File: src/rtl/mer_power_accum.sv
// ============================================================================
// Module   : mer_power_accum
// Brief    : Symbol-rate mapper/error power estimator with block averaging.
// Revision : 1.0
// ============================================================================
`default_nettype none

module mer_power_accum #(
  parameter int LOG2_N    = 10,
  parameter int MAP_SHIFT = 18,
  parameter int ERR_SHIFT = 12
) (
  input  logic               clk,
  input  logic               reset,
  input  logic               clk_en,
  input  logic signed [17:0] mapper_i,
  input  logic signed [17:0] mapper_q,
  input  logic signed [17:0] error_i,
  input  logic signed [17:0] error_q,
  output logic signed [17:0] mapper_power,
  output logic signed [17:0] error_power,
  output logic               power_valid,
  output logic               sat_flag
);

  localparam int AW = 37 + LOG2_N;
  localparam logic [AW-1:0] C_MAX_AVG = AW'(131071);

  typedef enum logic [0:0] {WARMUP = 1'b0, ACCUM = 1'b1} state_t;

  logic signed [35:0] sq_mi_q, sq_mq_q, sq_ei_q, sq_eq_q;
  logic        [36:0] map_sym_q, err_sym_q;
  logic        [36:0] map_sum, err_sum;

  state_t              state_q, state_d;
  logic                warm_q, warm_d;
  logic [LOG2_N-1:0]   cnt_q, cnt_d;
  logic [AW-1:0]       map_acc_q, map_acc_d, err_acc_q, err_acc_d;
  logic [AW-1:0]       map_tot, err_tot, map_avg, err_avg;
  logic                map_sat, err_sat;
  logic signed [17:0]  mapper_power_q, mapper_power_d, error_power_q, error_power_d;
  logic                valid_q, valid_d, sat_q, sat_d;

  // Squares are never negative, so zero-extension into 37 bits is exact.
  assign map_sum = {1'b0, sq_mi_q} + {1'b0, sq_mq_q};
  assign err_sum = {1'b0, sq_ei_q} + {1'b0, sq_eq_q};

  always_ff @(posedge clk) begin
    if (reset) begin
      sq_mi_q   <= '0;
      sq_mq_q   <= '0;
      sq_ei_q   <= '0;
      sq_eq_q   <= '0;
      map_sym_q <= '0;
      err_sym_q <= '0;
    end else if (clk_en) begin
      sq_mi_q   <= 36'(mapper_i) * 36'(mapper_i);
      sq_mq_q   <= 36'(mapper_q) * 36'(mapper_q);
      sq_ei_q   <= 36'(error_i) * 36'(error_i);
      sq_eq_q   <= 36'(error_q) * 36'(error_q);
      map_sym_q <= map_sum >> MAP_SHIFT;
      err_sym_q <= err_sum >> ERR_SHIFT;
    end
  end

  assign map_tot = map_acc_q + {{LOG2_N{1'b0}}, map_sym_q};
  assign err_tot = err_acc_q + {{LOG2_N{1'b0}}, err_sym_q};
  assign map_avg = map_tot >> LOG2_N;
  assign err_avg = err_tot >> LOG2_N;
  assign map_sat = (map_avg > C_MAX_AVG);
  assign err_sat = (err_avg > C_MAX_AVG);

  always_comb begin
    state_d        = state_q;
    warm_d         = warm_q;
    cnt_d          = cnt_q;
    map_acc_d      = map_acc_q;
    err_acc_d      = err_acc_q;
    mapper_power_d = mapper_power_q;
    error_power_d  = error_power_q;
    valid_d        = 1'b0;
    sat_d          = sat_q;
    if (clk_en) begin
      case (state_q)
        WARMUP: begin
          // Two enables prime S1 and S2 before anything is accumulated.
          warm_d = 1'b1;
          if (warm_q) state_d = ACCUM;
        end
        ACCUM: begin
          if (cnt_q == {LOG2_N{1'b1}}) begin
            mapper_power_d = map_sat ? 18'sd131071 : $signed(map_avg[17:0]);
            error_power_d  = err_sat ? 18'sd131071 : $signed(err_avg[17:0]);
            sat_d          = sat_q | map_sat | err_sat;
            valid_d        = 1'b1;
            map_acc_d      = '0;
            err_acc_d      = '0;
            cnt_d          = '0;
          end else begin
            map_acc_d = map_tot;
            err_acc_d = err_tot;
            cnt_d     = cnt_q + LOG2_N'(1);
          end
        end
        default: state_d = WARMUP;
      endcase
    end
  end

  always_ff @(posedge clk) begin
    if (reset) begin
      state_q        <= WARMUP;
      warm_q         <= 1'b0;
      cnt_q          <= '0;
      map_acc_q      <= '0;
      err_acc_q      <= '0;
      mapper_power_q <= '0;
      error_power_q  <= '0;
      valid_q        <= 1'b0;
      sat_q          <= 1'b0;
    end else begin
      state_q        <= state_d;
      warm_q         <= warm_d;
      cnt_q          <= cnt_d;
      map_acc_q      <= map_acc_d;
      err_acc_q      <= err_acc_d;
      mapper_power_q <= mapper_power_d;
      error_power_q  <= error_power_d;
      valid_q        <= valid_d;
      sat_q          <= sat_d;
    end
  end

  assign mapper_power = mapper_power_q;
  assign error_power  = error_power_q;
  assign power_valid  = valid_q;
  assign sat_flag     = sat_q;

endmodule

`default_nettype wire

File: config.mk
export PLATFORM = sky130hd
export DESIGN_NAME = mer_power_accum
export DESIGN_NICKNAME = d
export VERILOG_FILES = /design/src/rtl/mer_power_accum.sv
export SDC_FILE = /design/constraint.sdc
export NUM_CORES = 2
export LEC_CHECK = 0
export ABC_CLOCK_PERIOD_IN_PS = 13400
export CAP_MARGIN = 20
export CORE_ASPECT_RATIO = 0.7
export CORE_MARGIN = 4
export CORE_UTILIZATION = 55
export DETAILED_ROUTE_END_ITERATION = 16
export DONT_BUFFER_PORTS = 1
export PLACE_DENSITY = 0.77
export SYNTH_ARGS = -nofsm -noshare
export SYNTH_HDL_FRONTEND = slang
export SYNTH_SLANG_ARGS = --single-unit
export TNS_END_PERCENT = 1
File: constraint.sdc
create_clock -name clk -period 13.4 [get_ports clk]
set_input_delay 2.68 -clock clk [delete_from_list [all_inputs] [get_ports clk]]
set_output_delay 2.68 -clock clk [all_outputs]
set_load 0.005 [all_outputs]
After elaboration in Yosys (flattened, before gate mapping)
Cells that the tools add are included.

word-level totals
  bits in read-only memories = 0
  memories = 0
  bits in latches = 0
  input port bits = 75
  bits in writable memories = 0
  register bits after elaboration = 332
  output and inout port bits = 38

operators by class
  multiplexer cells = 8
  equal/unequal tests = 1
  add/subtract/negate cells = 5
  reductions and logical operators = 4
  bitwise logic cells = 4
  shift operators = 0
  order comparisons = 2
  $mul = 4
  divide/modulo/power cells = 0

operator list
  kind                                                             count
  multiplier 18 x 18 -> 36 bit                                     4
  two-way mux 47 bit                                               2
  adder 36 x 36 -> 37 bit                                          2
  greater-than comparator 37 x 17 -> 1 bit, second input constant  2
  adder 47 x 19 -> 47 bit                                          1
  adder 47 x 25 -> 47 bit                                          1
  two-way mux 18 bit                                               2
  adder 10 x 1 -> 10 bit, second input constant                    1
  == test 10 bit, second input constant                            1
  two-way mux 10 bit                                               1
  AND reduction 2 bit                                              2
  two-way mux 1 bit                                                3
  AND reduction 3 bit                                              1
  OR reduction 3 bit                                               1
  inverter 1 bit                                                   2
  bitwise OR 1 bit                                                 2

Depth between registers and ports, before layout
  word-level depth = 4
  depth in mapped cells = 28
  depth with buffers taken out = 26

Least setup slack after synthesis
No wires, ideal clock.

  path kind = input -> register
  start point = input port mapper_i[3]
  end point = register sq_mi_q[34]
  path buffers = 2
  cell stages on the path = 24
  setup slack = 4.173 ns
  arrival time = 9.110 ns
  setup time = 0.117 ns
  cell sequence = clkbuf_1 -> clkbuf_1 -> nand2_1 -> fa_1 -> fa_1 -> fa_1 -> fa_1 -> inv_1 -> fa_1 -> inv_1 -> fa_1 -> inv_1 -> ha_1 -> and4_1 -> a21o_1 -> a2111oi_0 -> o21ai_0 -> a41o_1 -> a311oi_1 -> o21bai_1 -> a21oi_1 -> nor4_1 -> or3_1 -> a32o_1

between the ends
  cells in the longest elaborated chain, start to end = 1

ends and longest elaborated chain
  element                       RTL line  text
  start, declared               16        input logic signed [17:0] mapper_i,
  multiplier 18 x 18 -> 36 bit  57        sq_mi_q <= 36'(mapper_i) * 36'(mapper_i);
  end signal, assigned          57
  end, declared                 31        logic signed [35:0] sq_mi_q, sq_mq_q, sq_ei_q, sq_eq_q;

Every way passes these cells.
A chain may end at the register's enable or synchronous reset.

Worst setup path after layout
  start point = input port mapper_i[9]
  end point = register sq_mi_q[34]

Same word-level chain as after synthesis.

==> PnR_summary.wiki <==
{| class="wikitable"
! Metric !! Value
|-
| TritonCTS buffer count || 35
|-
| Antenna violations before repair || 0
|-
| Cell breakdown of the critical path || inv_1 > nor2_1 > fa_1 > fa_1 > inv_1 > fa_1 > fa_1 > inv_1 > fa_1 > inv_1 > fa_1 > inv_1 > ha_1 > and4_1 > a21o_1 > a2111oi_0 > o21ai_0 > a41o_1 > a311oi_1 > o21bai_1 > a21oi_1 > nor4_1 > or3_1 > a32o_1
|-
| Number of endpoints with negative hold slack in the final report || 0
|-
| Critical path's top delay family || adder cells
|-
| Number of max-cap violations || 0
|-
| Growth of design area from synthesis to finish || 3.56%
|-
| Overall routing resource usage || 0.253
|-
| Net Count, Synth || 8586
|-
| Maximum fanout along the worst path || 15
|-
| Cell type with the largest total area after synthesis || sky130_fd_sc_hd__fa_1
|-
| Synth Warn # || 0
|-
| H-tree level count || 2
|-
| DRT antenna net count || 0
|-
| Number of primary I/O pins || 113
|-
| Deepest clock path buffer count || 3
|-
| Setup repair after global routing missed its margin || no
|-
| Total wire length after detailed routing || 142000 um
|-
| Cell types with the largest area share after synthesis || sky130_fd_sc_hd__fa_1 (39%), sky130_fd_sc_hd__ha_1 (11%), sky130_fd_sc_hd__dfxtp_1 (11%)
|-
| Post-synthesis cell type count || 83
|-
| Overall die area || 0.115 sq mm
|-
| Post-synth top area share || 0.391
|-
| Most common library cells after synthesis || sky130_fd_sc_hd__inv_1 (1647), sky130_fd_sc_hd__fa_1 (1175), sky130_fd_sc_hd__nand2_1 (634)
|-
| Post-synthesis area per instance || 8.85 sq um
|-
| Remaining routing DRC violations || 0
|-
| Clock transition at the registers of the reported paths || 0.06 ns
|-
| Number of global-route vias before repair || 46332
|-
| Cell depth of the worst setup path || 24
|-
| Hold Startpoint || map_acc_q[3]$_SDFFE_PP0P_
|-
| Critical Path AT || 9.59 ns
|-
| Setup violators final || 0
|-
| Total clock sinks || 324
|-
| Overall die width || 403 um
|-
| Critical Setup Path Class || primary input to flop
|-
| Class of the most critical hold timing path || flop to flop
|-
| Vias per cell || 5.44
|-
| CTS hold repair buffers || 0
|-
| Initial cell density of the core || 0.555
|-
| Dominant cell type by count on the critical path || sky130_fd_sc_hd__fa_1
|-
| Register-to-register path setup slack || 8.73 ns
|-
| Number of cells on the worst hold path || 2
|-
| Clock tree from TritonCTS || yes
|-
| Post-layout net count || 8389
|-
| Number of port buffers || 0
|-
| Post-CTS Resized || 0
|-
| Cell with the most instances after synthesis || sky130_fd_sc_hd__inv_1
|-
| Gp weighted congestion || 0.917
|-
| Startpoint of the worst register-to-register path || map_sym_q[16]$_SDFFE_PP0P_
|-
| Endpoint class of the critical path || flop
|-
| Post-route clock skew || 0.0194 ns
|-
| Final worst path period share || 0.683
|-
| Slew at the pin closest to its max-slew limit || 0.944 ns
|-
| Prevailing post-synth register cell || sky130_fd_sc_hd__dfxtp_1
|-
| CTS Root Cell || sky130_fd_sc_hd__clkbuf_16
|-
| Layout cells sized above 1 || 0.0192
|-
| Die height || 285 um
|-
| Worst Reg2Reg Path Length in Cells || 12
|-
| Number of synthesized flops with an enable pin || 0
|-
| Synth Cell Area || 0.0602 sq mm
|-
| Status || complete, no violations
|-
| Number of buffers and inverters on the critical path || 5
|-
| Area of the core || 0.109 sq mm
|-
| Yosys reg bits || 324
|-
| Number of DRC violations after detailed-routing iteration 0 || 3144
|-
| ANT cells || 0
|-
| Final cell utilization of the core || 0.574
|-
| Count of buffers added by post-CTS timing repair for setup || 0
|-
| Standard-cell row count || 101
|-
| Fmax || 109 MHz
|-
| Startpoint type of the worst setup path || primary input
|-
| Maximum number of pins on one net before global-route repair || 260
|-
| Max stage delay cell, worst path || sky130_fd_sc_hd__fa_1
|-
| Clock period minus final worst setup slack || 9.15 ns
|-
| Cell count after synthesis || 6801
|-
| Vias || 43883
|-
| Startpoint of the worst setup timing path || mapper_i[9]
|-
| Number of max-slew violations in the final report || 0
|-
| GRT Residual Overflow || 0
|-
| Sequential-to-total area share from yosys stat || 0.108
|-
| Clock Latency Late Sink || 0.55 ns
|-
| Total Neg Setup Slack || 0 ns
|-
| Placed wire-length estimate after detailed placement || 117000 um
|-
| 1st-pass router iterations || 6
|-
| Wire length of the first global-routing pass || 237000 um
|-
| Worst EP required || 13.84 ns
|-
| Drt wl/cell || 17.6 um
|-
| Slew margin rel. || 0.371
|-
| Stage delay of the slowest cell on the critical path || 0.55 ns
|-
| Async set or reset register ratio after synthesis || 0
|}
-- per-layer routing --
layer	routed length [um]	GRT usage	part of all wire	up-vias
met2	63300	0.398	0.45	1436
met5	0	0	0	-
met4	3010	0.0504	0.021	0
met1	63800	0.367	0.45	21756
met3	11700	0.0516	0.082	181
li1	-	-	-	20510
-- final timing paths --
path,end
setup / recovery,sq_mi_q[34]$_SDFFE_PP0P_
hold / removal,map_acc_q[3]$_SDFFE_PP0P_
hold reg to reg,map_acc_q[3]$_SDFFE_PP0P_
setup reg to reg,mapper_power[14]$_SDFFE_PP0P_
-- metrics by stage --
step                area, sq um  worst slack [ns]  hold slack (ns)  std cells
floorplan                 60200              4.17            0.429       6801
global placement          61200              3.86            0.442       8008
detailed placement        61200              3.79            0.450       8008
CTS                       62400              4.38            0.459       8072
global route              62400              3.92            0.471       8073
finish                    62400              4.25            0.455       8073
-- layout make-up --
cell class / instances / area, sq um
Sequential cell: 324 / 6490
Fill cell: 9311 / 46200
Tap cell: 1442 / 1800
Clock inverter: 19 / 191
Clock buffer: 45 / 973
Inverter: 1647 / 6180
Multi-Input combinational cell: 4581 / 46600
Timing Repair Buffer: 15 / 116
-- cell usage in the layout, fill, tap and decap left out, types with 33 or more instances in the layout --
master                         n
sky130_fd_sc_hd__nor2_1      465
sky130_fd_sc_hd__mux2i_1      78
sky130_fd_sc_hd__dfxtp_1     324
sky130_fd_sc_hd__o21bai_1     34
sky130_fd_sc_hd__xor2_1       93
sky130_fd_sc_hd__and2_1      184
sky130_fd_sc_hd__nor2b_1      33
sky130_fd_sc_hd__fa_1       1175
sky130_fd_sc_hd__a211oi_1     43
sky130_fd_sc_hd__a311oi_1     47
sky130_fd_sc_hd__xnor2_1     185
sky130_fd_sc_hd__o21ai_0     159
sky130_fd_sc_hd__a21oi_1     269
sky130_fd_sc_hd__nand4_1      33
sky130_fd_sc_hd__o21a_1       35
sky130_fd_sc_hd__ha_1        535
sky130_fd_sc_hd__clkbuf_16    35
sky130_fd_sc_hd__nand2_1     632
sky130_fd_sc_hd__nor3_1       67
sky130_fd_sc_hd__inv_1      1646
sky130_fd_sc_hd__nand3_1      49
sky130_fd_sc_hd__nand2b_1     45
sky130_fd_sc_hd__a21o_1      102
-- sequential cells by signal, indices dropped and copies added (netlist names) --
| name | cells |
|---|---|
| state_q | 1 |
| sq_mq_q | 34 |
| power_valid | 1 |
| sq_ei_q | 34 |
| sat_flag | 1 |
| sq_eq_q | 34 |
| sq_mi_q | 34 |
| map_acc_q | 47 |
| error_power | 18 |
| err_sym_q | 25 |
| map_sym_q | 19 |
| mapper_power | 18 |
| err_acc_q | 47 |
| warm_q | 1 |
| cnt_q | 10 |
-- cells by family after synthesis --
logic type | Yosys count | share of synthesized area
xor+xnor | 278 | 0.0404
simple gates | 1644 | 0.124
compound gates | 869 | 0.0935
flops | 324 | 0.108
mux | 80 | 0.0133
buf+inv | 1896 | 0.119
fa+ha+maj | 1710 | 0.502
-- worst min-delay path, cell delays in order, from the launching register on --
cell and delay, ns:
sky130_fd_sc_hd__dfxtp_1 0.31, sky130_fd_sc_hd__nand2_1 0.05, sky130_fd_sc_hd__a21oi_1 0.05
Power is not shown: default switching activity piles up to over one toggle a cycle in this logic, so the estimate is an artifact.
